**src/rtl/lsu_mem_ctrl.sv**
```systemverilog
// lsu_mem_ctrl: MEM-stage load/store sequencer driving separate load and store index channels.
// Define LSU_TIMEOUT_EN to add the sticky lsu_timeout watchdog (TIMEOUT_CYCLES).
module lsu_mem_ctrl #(
    parameter int TIMEOUT_CYCLES = 1023
) (
    input  logic        clock,
    input  logic        reset,
    input  logic        req_valid,
    input  logic        req_is_load,
    input  logic        req_is_store,
    input  logic        req_is_unsigned,
    input  logic [3:0]  req_ls_size,
    input  logic [63:0] req_addr,
    input  logic [63:0] req_wdata,
    output logic        opload_index_valid,
    output logic [18:0] opload_index,
    input  logic        opload_index_ready,
    input  logic [63:0] opload_read_data,
    input  logic        opload_operation_done,
    output logic        opstore_index_valid,
    output logic [18:0] opstore_index,
    input  logic        opstore_index_ready,
    output logic [63:0] opstore_write_mask,
    output logic [63:0] opstore_write_data,
    input  logic        opstore_operation_done,
    output logic        mem_stall,
    output logic        load_valid,
    output logic [63:0] load_data,
    output logic        lsu_timeout
);
    typedef enum logic [1:0] {IDLE, REQ, WAIT, DONE} state_t;
    state_t state, state_nx;
    logic accept, sel_ready, sel_done, tmo_hit, unused_bits;
    logic is_ld, is_uns;
    logic [3:0] sz;
    logic [2:0] off, req_off;
    logic [18:0] idx;
    logic [7:0] req_bm;
    logic [63:0] req_mask, wmask, wdat, ld_q, rd_sh, ld_ext;

    // Misaligned addresses are aligned by clearing offset bits below the access size.
    function automatic logic [2:0] align(input logic [2:0] a, input logic [3:0] s);
        return a & {~s[3], ~(s[3] | s[2]), ~(s[3] | s[2] | s[1])};
    endfunction

    assign accept    = (state == IDLE) && req_valid && (req_is_load || req_is_store);
    assign sel_ready = is_ld ? opload_index_ready : opstore_index_ready;
    assign sel_done  = is_ld ? opload_operation_done : opstore_operation_done;
    assign unused_bits = ^{req_addr[63:22], TIMEOUT_CYCLES[0]};

    always_comb begin
        req_off = align(req_addr[2:0], req_ls_size);
        req_bm  = req_ls_size[3] ? 8'hFF : req_ls_size[2] ? 8'h0F : req_ls_size[1] ? 8'h03 : 8'h01;
        req_bm  = req_bm << req_off;
        req_mask = '0;
        for (int i = 0; i < 8; i++) req_mask[8*i +: 8] = {8{req_bm[i]}};
    end

    assign rd_sh  = opload_read_data >> {off, 3'b000};
    assign ld_ext = sz[3] ? rd_sh :
                    sz[2] ? {{32{~is_uns & rd_sh[31]}}, rd_sh[31:0]} :
                    sz[1] ? {{48{~is_uns & rd_sh[15]}}, rd_sh[15:0]} :
                            {{56{~is_uns & rd_sh[7]}}, rd_sh[7:0]};

`ifdef LSU_TIMEOUT_EN
    logic [15:0] cnt;
    logic tmo_q;
    // A real completion in the same cycle wins over the watchdog.
    assign tmo_hit = (state == REQ || (state == WAIT && !sel_done)) &&
                     (({1'b0, cnt} + 17'd1) == 17'(TIMEOUT_CYCLES));
    always_ff @(posedge clock or posedge reset) begin
        if (reset) begin
            cnt   <= '0;
            tmo_q <= 1'b0;
        end else begin
            if (accept) cnt <= '0;
            else if (state == REQ || state == WAIT) cnt <= cnt + 16'd1;
            if (tmo_hit) tmo_q <= 1'b1;
        end
    end
    assign lsu_timeout = tmo_q;
`else
    assign tmo_hit     = 1'b0;
    assign lsu_timeout = 1'b0;
`endif

    always_comb begin
        state_nx = tmo_hit                      ? DONE :
                   accept                       ? REQ  :
                   (state == REQ && sel_ready)  ? WAIT :
                   (state == WAIT && sel_done)  ? DONE :
                   (state == DONE)              ? IDLE : state;
    end

    always_ff @(posedge clock or posedge reset) begin
        if (reset) begin
            state  <= IDLE;
            is_ld  <= 1'b0;
            is_uns <= 1'b0;
            sz     <= '0;
            off    <= '0;
            idx    <= '0;
            wmask  <= '0;
            wdat   <= '0;
            ld_q   <= '0;
        end else begin
            state <= state_nx;
            if (accept) begin
                is_ld  <= req_is_load;
                is_uns <= req_is_unsigned;
                sz     <= req_ls_size;
                off    <= req_off;
                idx    <= req_addr[21:3];
                wmask  <= req_mask;
                wdat   <= req_wdata << {req_off, 3'b000};
            end
            if (state == WAIT && sel_done && is_ld) ld_q <= ld_ext;
            else if (tmo_hit && is_ld) ld_q <= '0;
        end
    end

    assign opload_index_valid  = (state == REQ) && is_ld;
    assign opstore_index_valid = (state == REQ) && !is_ld;
    assign opload_index        = idx;
    assign opstore_index       = idx;
    assign opstore_write_mask  = wmask;
    assign opstore_write_data  = wdat;
    assign mem_stall           = accept || state == REQ || state == WAIT;
    assign load_valid          = (state == DONE) && is_ld;
    assign load_data           = ld_q;
endmodule

```
**config.mk**
```make
export PLATFORM = sky130hd
export DESIGN_NAME = lsu_mem_ctrl
export DESIGN_NICKNAME = d
export VERILOG_FILES = /design/src/rtl/lsu_mem_ctrl.sv
export SDC_FILE = /design/constraint.sdc
export NUM_CORES = 1
export LEC_CHECK = 0
export BUFFER_PORTS_ARGS = -buffer_cell sky130_fd_sc_hd__clkbuf_2
export CAP_MARGIN = 20
export CORE_AREA = 2 2 172 174
export CTS_CLUSTER_DIAMETER = 120
export DETAILED_ROUTE_END_ITERATION = 8
export DIE_AREA = 0 0 174 176
export PLACE_DENSITY_LB_ADDON = 0.05
export SETUP_SLACK_MARGIN = 0.4
export SLEW_MARGIN = 10
export SYNTH_ARGS = -nofsm -noshare
export SYNTH_HDL_FRONTEND = slang
export SYNTH_SLANG_ARGS = --single-unit
```
**constraint.sdc**
```tcl
create_clock -name clock -period 4.7 [get_ports clock]
set_input_delay 0.235 -clock clock [delete_from_list [all_inputs] [get_ports clock]]
set_output_delay 0.235 -clock clock [all_outputs]
set_load 0.01 [all_outputs]
```
=== After elaboration in Yosys (flattened, before gate mapping) ===
Index checks and enable logic that the tools add are counted.

* Register bits after elaboration: 215
* Bits in latches: 0
* RAM bits: 0
* Bits in read-only memories: 0
* Bits of input ports: 206
* Output and inout bits: 235
* Memories kept: 0

* Add/subtract/negate cells: 0
* Multipliers: 0
* Divide/modulo/power cells: 0
* Order comparisons: 0
* Equality and inequality tests: 3
* Shifts and indexed selects: 3
* Muxes and demuxes: 12
* Bitwise logic cells: 10
* Reduce and logical (&&, ||, !) cells: 14

{| class="wikitable"
|+ Operator list
! cell !! number
|-
| two-way mux 64 bit || 3
|-
| << shifter 64 x 6 -> 64 bit || 1
|-
| right shift 64 x 6 -> 64 bit || 1
|-
| two-way mux 2 bit || 5
|-
| logical AND 1 bit || 8
|-
| two-way mux 8 bit || 1
|-
| << shifter 8 x 3 -> 8 bit || 1
|-
| equality test 2 bit (second input constant) || 2
|-
| two-way mux 4 bit || 1
|-
| NOT 1 bit || 4
|-
| nonzero test 4 bit || 1
|-
| AND 1 bit || 3
|-
| AND 3 bit || 1
|-
| logical OR 1 bit || 3
|-
| equality test 2 x 1 -> 1 bit (second input constant) || 1
|-
| zero test 2 bit || 1
|-
| two-way mux 1 bit || 2
|-
| OR 1 bit || 2
|-
| zero test 1 bit || 1
|}

=== Depth between registers and ports, before layout ===
* Depth after elaboration: 5
* Mapped depth: 8

=== Worst setup path before layout ===
Ideal clock, no wire load.

* Kind: input port to flip-flop
* Start: input port req_ls_size[3]
* End: register wdat[60], in the netlist opstore_write_data[60]
* Setup time: 0.130 ns
* Arrival: 1.872 ns
* Path slack: 2.697 ns
* Stages on the path: 6
* Buffers on the path: 2
* Path through: buf_2 > nor4b_2 > buf_6 > mux4_2 > a22oi_1 > o21ai_0

* Cells in the longest elaborated chain, start to end: 5

{| class="wikitable"
|+ Ends and longest elaborated chain
! item !! line !! text
|-
| start, declared || 12 || <nowiki>input logic [3:0] req_ls_size,</nowiki>
|-
| OR 1 bit (2 in a row) || 43 || <nowiki>return a & {~s[3], ~(s[3] | s[2]), ~(s[3] | s[2] | s[1])};</nowiki>
|-
| NOT 1 bit || 43 ||
|-
| AND 3 bit (*) || 43 ||
|-
| << shifter 64 x 6 -> 64 bit (*) || 115 || <nowiki>wdat <= req_wdata << {req_off, 3'b000};</nowiki>
|-
| end signal, assigned || 115 ||
|-
| end, declared || 39 || <nowiki>logic [63:0] req_mask, wmask, wdat, ld_q, rd_sh, ld_ext;</nowiki>
|}

Every way passes the cells marked *; elsewhere a longest branch is shown, timed or not.
A chain may end at the register's enable or synchronous reset.

=== Worst setup path in the final report ===
* Start: register off[0]
* End: register ld_q[22], in the netlist load_data[22]

* Cells in the longest elaborated chain, start to end: 5

{| class="wikitable"
|+ Ends and longest elaborated chain
! item !! line !! text
|-
| start, declared || 36 || <nowiki>logic [2:0] off, req_off;</nowiki>
|-
| start signal, assigned || 112 || <nowiki>off <= req_off;</nowiki>
|-
| right shift 64 x 6 -> 64 bit (*) || 59 || <nowiki>assign rd_sh = opload_read_data >> {off, 3'b000};</nowiki>
|-
| AND 1 bit (on tied branches) || 63, 62 ||
|-
| two-way mux 64 bit || 62 || <nowiki>sz[1] ? {{48{~is_uns & rd_sh[15]}}, rd_sh[15:0]} :</nowiki>
|-
| two-way mux 64 bit || 61 || <nowiki>sz[2] ? {{32{~is_uns & rd_sh[31]}}, rd_sh[31:0]} :</nowiki>
|-
| two-way mux 64 bit (*) || 60 || <nowiki>assign ld_ext = sz[3] ? rd_sh :</nowiki>
|-
| end signal, assigned || 117 || <nowiki>if (state == WAIT && sel_done && is_ld) ld_q <= ld_ext;</nowiki>
|-
| end, declared || 39 ||
|}

Marked as above.

==> reports/results.ini <==
[grt]
grt_pass1_vias = 9047
gr-total-overflow = 0
grt_usage = 0.248
antenna_found_initial = 0
grt_max_degree = 166
grt_pass1_wl_um = 57600

[clocking]
cts_resized = 0
clk_pin_slew_ps = 80
hold_buffers = 18
clkLatencyLatePin_ps = 440
cts_sinks = 165
root_buffer = clkbuf_16
cts_tree = done
numCtsBuffers = 17
htreeDepth = 4
post_cts_buffers = 0
cts_buffer_depth = 2

[power]
p_per_area_nw_per_um2 = 601
ir_drop_mv = 0.262
fin_total_pwr_mw = 7.76
p_leak_nw = 6.17

[logic_synthesis]
netlist_instances = 1028
synth_cell_type_count = 56
synth.avg_cell_area_um2 = 10.2
synthFlopType = dfrtp_1
synthesis.nets = 1234
synth_edf_count = 0
ys_warn_count = 0
yosysSeqAreaShare = 0.395
yosysTopAreaCellShare = 0.395
synth_area_leaders = dfrtp_1 (39%), mux4_2 (10%), mux2i_1 (7.1%)
synth_seq_cells = 165
yosys.area.top_type = dfrtp_1
ys_async_sr_fraction = 1.00
syn_area_um2 = 10500

[cells_and_area]
nNetsFinal = 1520
final_common_cell = clkbuf_2
final_cell_mix = clkbuf_2 (396), dfrtp_1 (163), nand2_1 (145), mux2i_1 (74), nor2_1 (65)
finish.instance_area_um2 = 12900
fillers = 2901
syn_to_final_growth_pct = 23.3
layout-drive-gt1-share = 0.398

[sta]
fin_tns_setup_ps = 0
fin_crit_sh = 0.584
fmax_mhz = 364
rsz0062_at_grt = false
slew_headroom = 0.302
period_minus_slack_ps = 2750
setup_viol = 0
drv_slew = 0
finalHoldViolCount = 0
skew_ps = 11.1
worst_pin_slew_ps = 1040

[place]
place_area_um2 = 12100
portBuffers = 396
gp_congestion = 0.854
dp_hpwl_um = 27800

[floorplan]
die_w_um = 174
die_area_um2 = 30600
initial_core_util = 0.366
die_y_um = 176
core_area_um2 = 28500
num_rows = 62
ioPinCount = 441

[setup_path]
critPathLaunchType = flip-flop
cp_max_fo = 66
worst-setup-path-type = reg -> reg
worstPathRequired_ps = 4990
reg2reg_slack_ps = 1950
rr_startpoint = off[0]
cp.arrival_ps = 3030
r2r-end = load_data[22]
worst_setup_path_end_kind = flip-flop
r2r.worst_path.cells = 5

[routing]
via_per_inst = 5.55
wl_per_cell_um = 22.6
ant_nets = 0
drcViolationCount = 0
first_iter_violations = 698
drt_wl_total_um = 38800
via_count = 9506
dr.pass1.iters = 5

[hold_path]
hp-class = in -> async

[outcome]
run_status = finished clean

[job]
drv_cap = 0

[synthesized netlist by cell type, types with 2 or more instances]
master and instances:
and3_1 9, nand4b_1 2, a31oi_1 36, o211ai_1 22
buf_2 24, a22o_1 39, a21o_1 12, mux2i_1 74
nor2_2 2, mux2_2 10, mux4_2 47, inv_1 4
o221a_2 8, nand2_1 145, mux4_1 9, o221ai_1 8
buf_4 77, nor3_1 7, o31ai_1 11, a21oi_1 43
buf_6 4, nor3b_1 2, a32oi_1 2, o21ai_0 46
clkbuf_1 52, and2_1 5, buf_1 8, nor2_1 67
a2bb2oi_1 8, nand2b_1 7, dfrtp_1 165, or4_1 2
a211oi_1 8, a22oi_1 15, o2bb2ai_1 21, nor2b_1 5
a21boi_0 3
[power by group]
part	switching, mW	internal, mW
logic	2.13	1.55
clock network	0.717	0.712
registers	0.566	2.09
[critical path, cell delays in order (launching register included)]
cell and delay, ps:
dfrtp_4 1040, nor2b_1 560, a32oi_1 200, nand4b_1 130, buf_4 470, o21ai_0 180
[metal layers]
| metal | share of wire | track usage |
|---|---|---|
| met2 | 0.47 | 0.403 |
| met3 | 0.077 | 0.0560 |
| met5 | 0 | 0 |
| met4 | 0.012 | 0.0455 |
| met1 | 0.44 | 0.345 |
[sequential cells by signal, summed over array words and instances (netlist names)]
| register | count |
|---|---|
| is_uns | 1 |
| opstore_write_data | 64 |
| sz | 3 |
| load_data | 64 |
| opstore_write_mask | 8 |
| off | 3 |
| opload_index | 19 |
| state | 2 |
| is_ld | 1 |
[metrics by stage]
stage	hold slack, ps	worst slack [ps]	utilization	cells
finish	20.3	1950	0.452	1712
CTS	0.655	1950	0.452	1711
global placement	426	2010	0.425	1661
global route	19.1	1780	0.452	1711
detailed placement	434	1970	0.425	1661
floorplan	340	2370	-	1028
[worst max-delay path by stage]
stage,start,end,slack [ps],cells past startpoint
6_report,off[0],load_data[22],1950,5
2_1_floorplan,reset,is_ld,2370,1
5_1_grt,off[0],load_data[22],1780,5
3_3_place_gp,off[0],load_data[28],2010,5
3_5_place_dp,off[0],load_data[22],1970,5
4_1_cts,off[0],load_data[22],1950,5
[kinds of logic after synthesis]
family | share of synthesized area
AOI/OAI and AO/OA | 0.192
xor gates and xnor gates | 0.000837
buffers and inverters | 0.0958
DFF | 0.395
muxes | 0.205
other | 0.000359
and+or+nand+nor | 0.111
[final cells by class]
cell class | instances | area (um^2) | area share
Antenna cell | 1 | 2.50 | 0.000194
Clock buffer | 17 | 425 | 0.0330
Clock inverter | 15 | 156 | 0.0121
Inverter | 5 | 22.5 | 0.00175
Multi-Input combinational cell | 692 | 5360 | 0.416
Sequential cell | 165 | 4130 | 0.320
Tap cell | 384 | 480 | 0.0372
Timing Repair Buffer | 433 | 2320 | 0.180
Note: power is estimated with default switching activity, not from simulation.
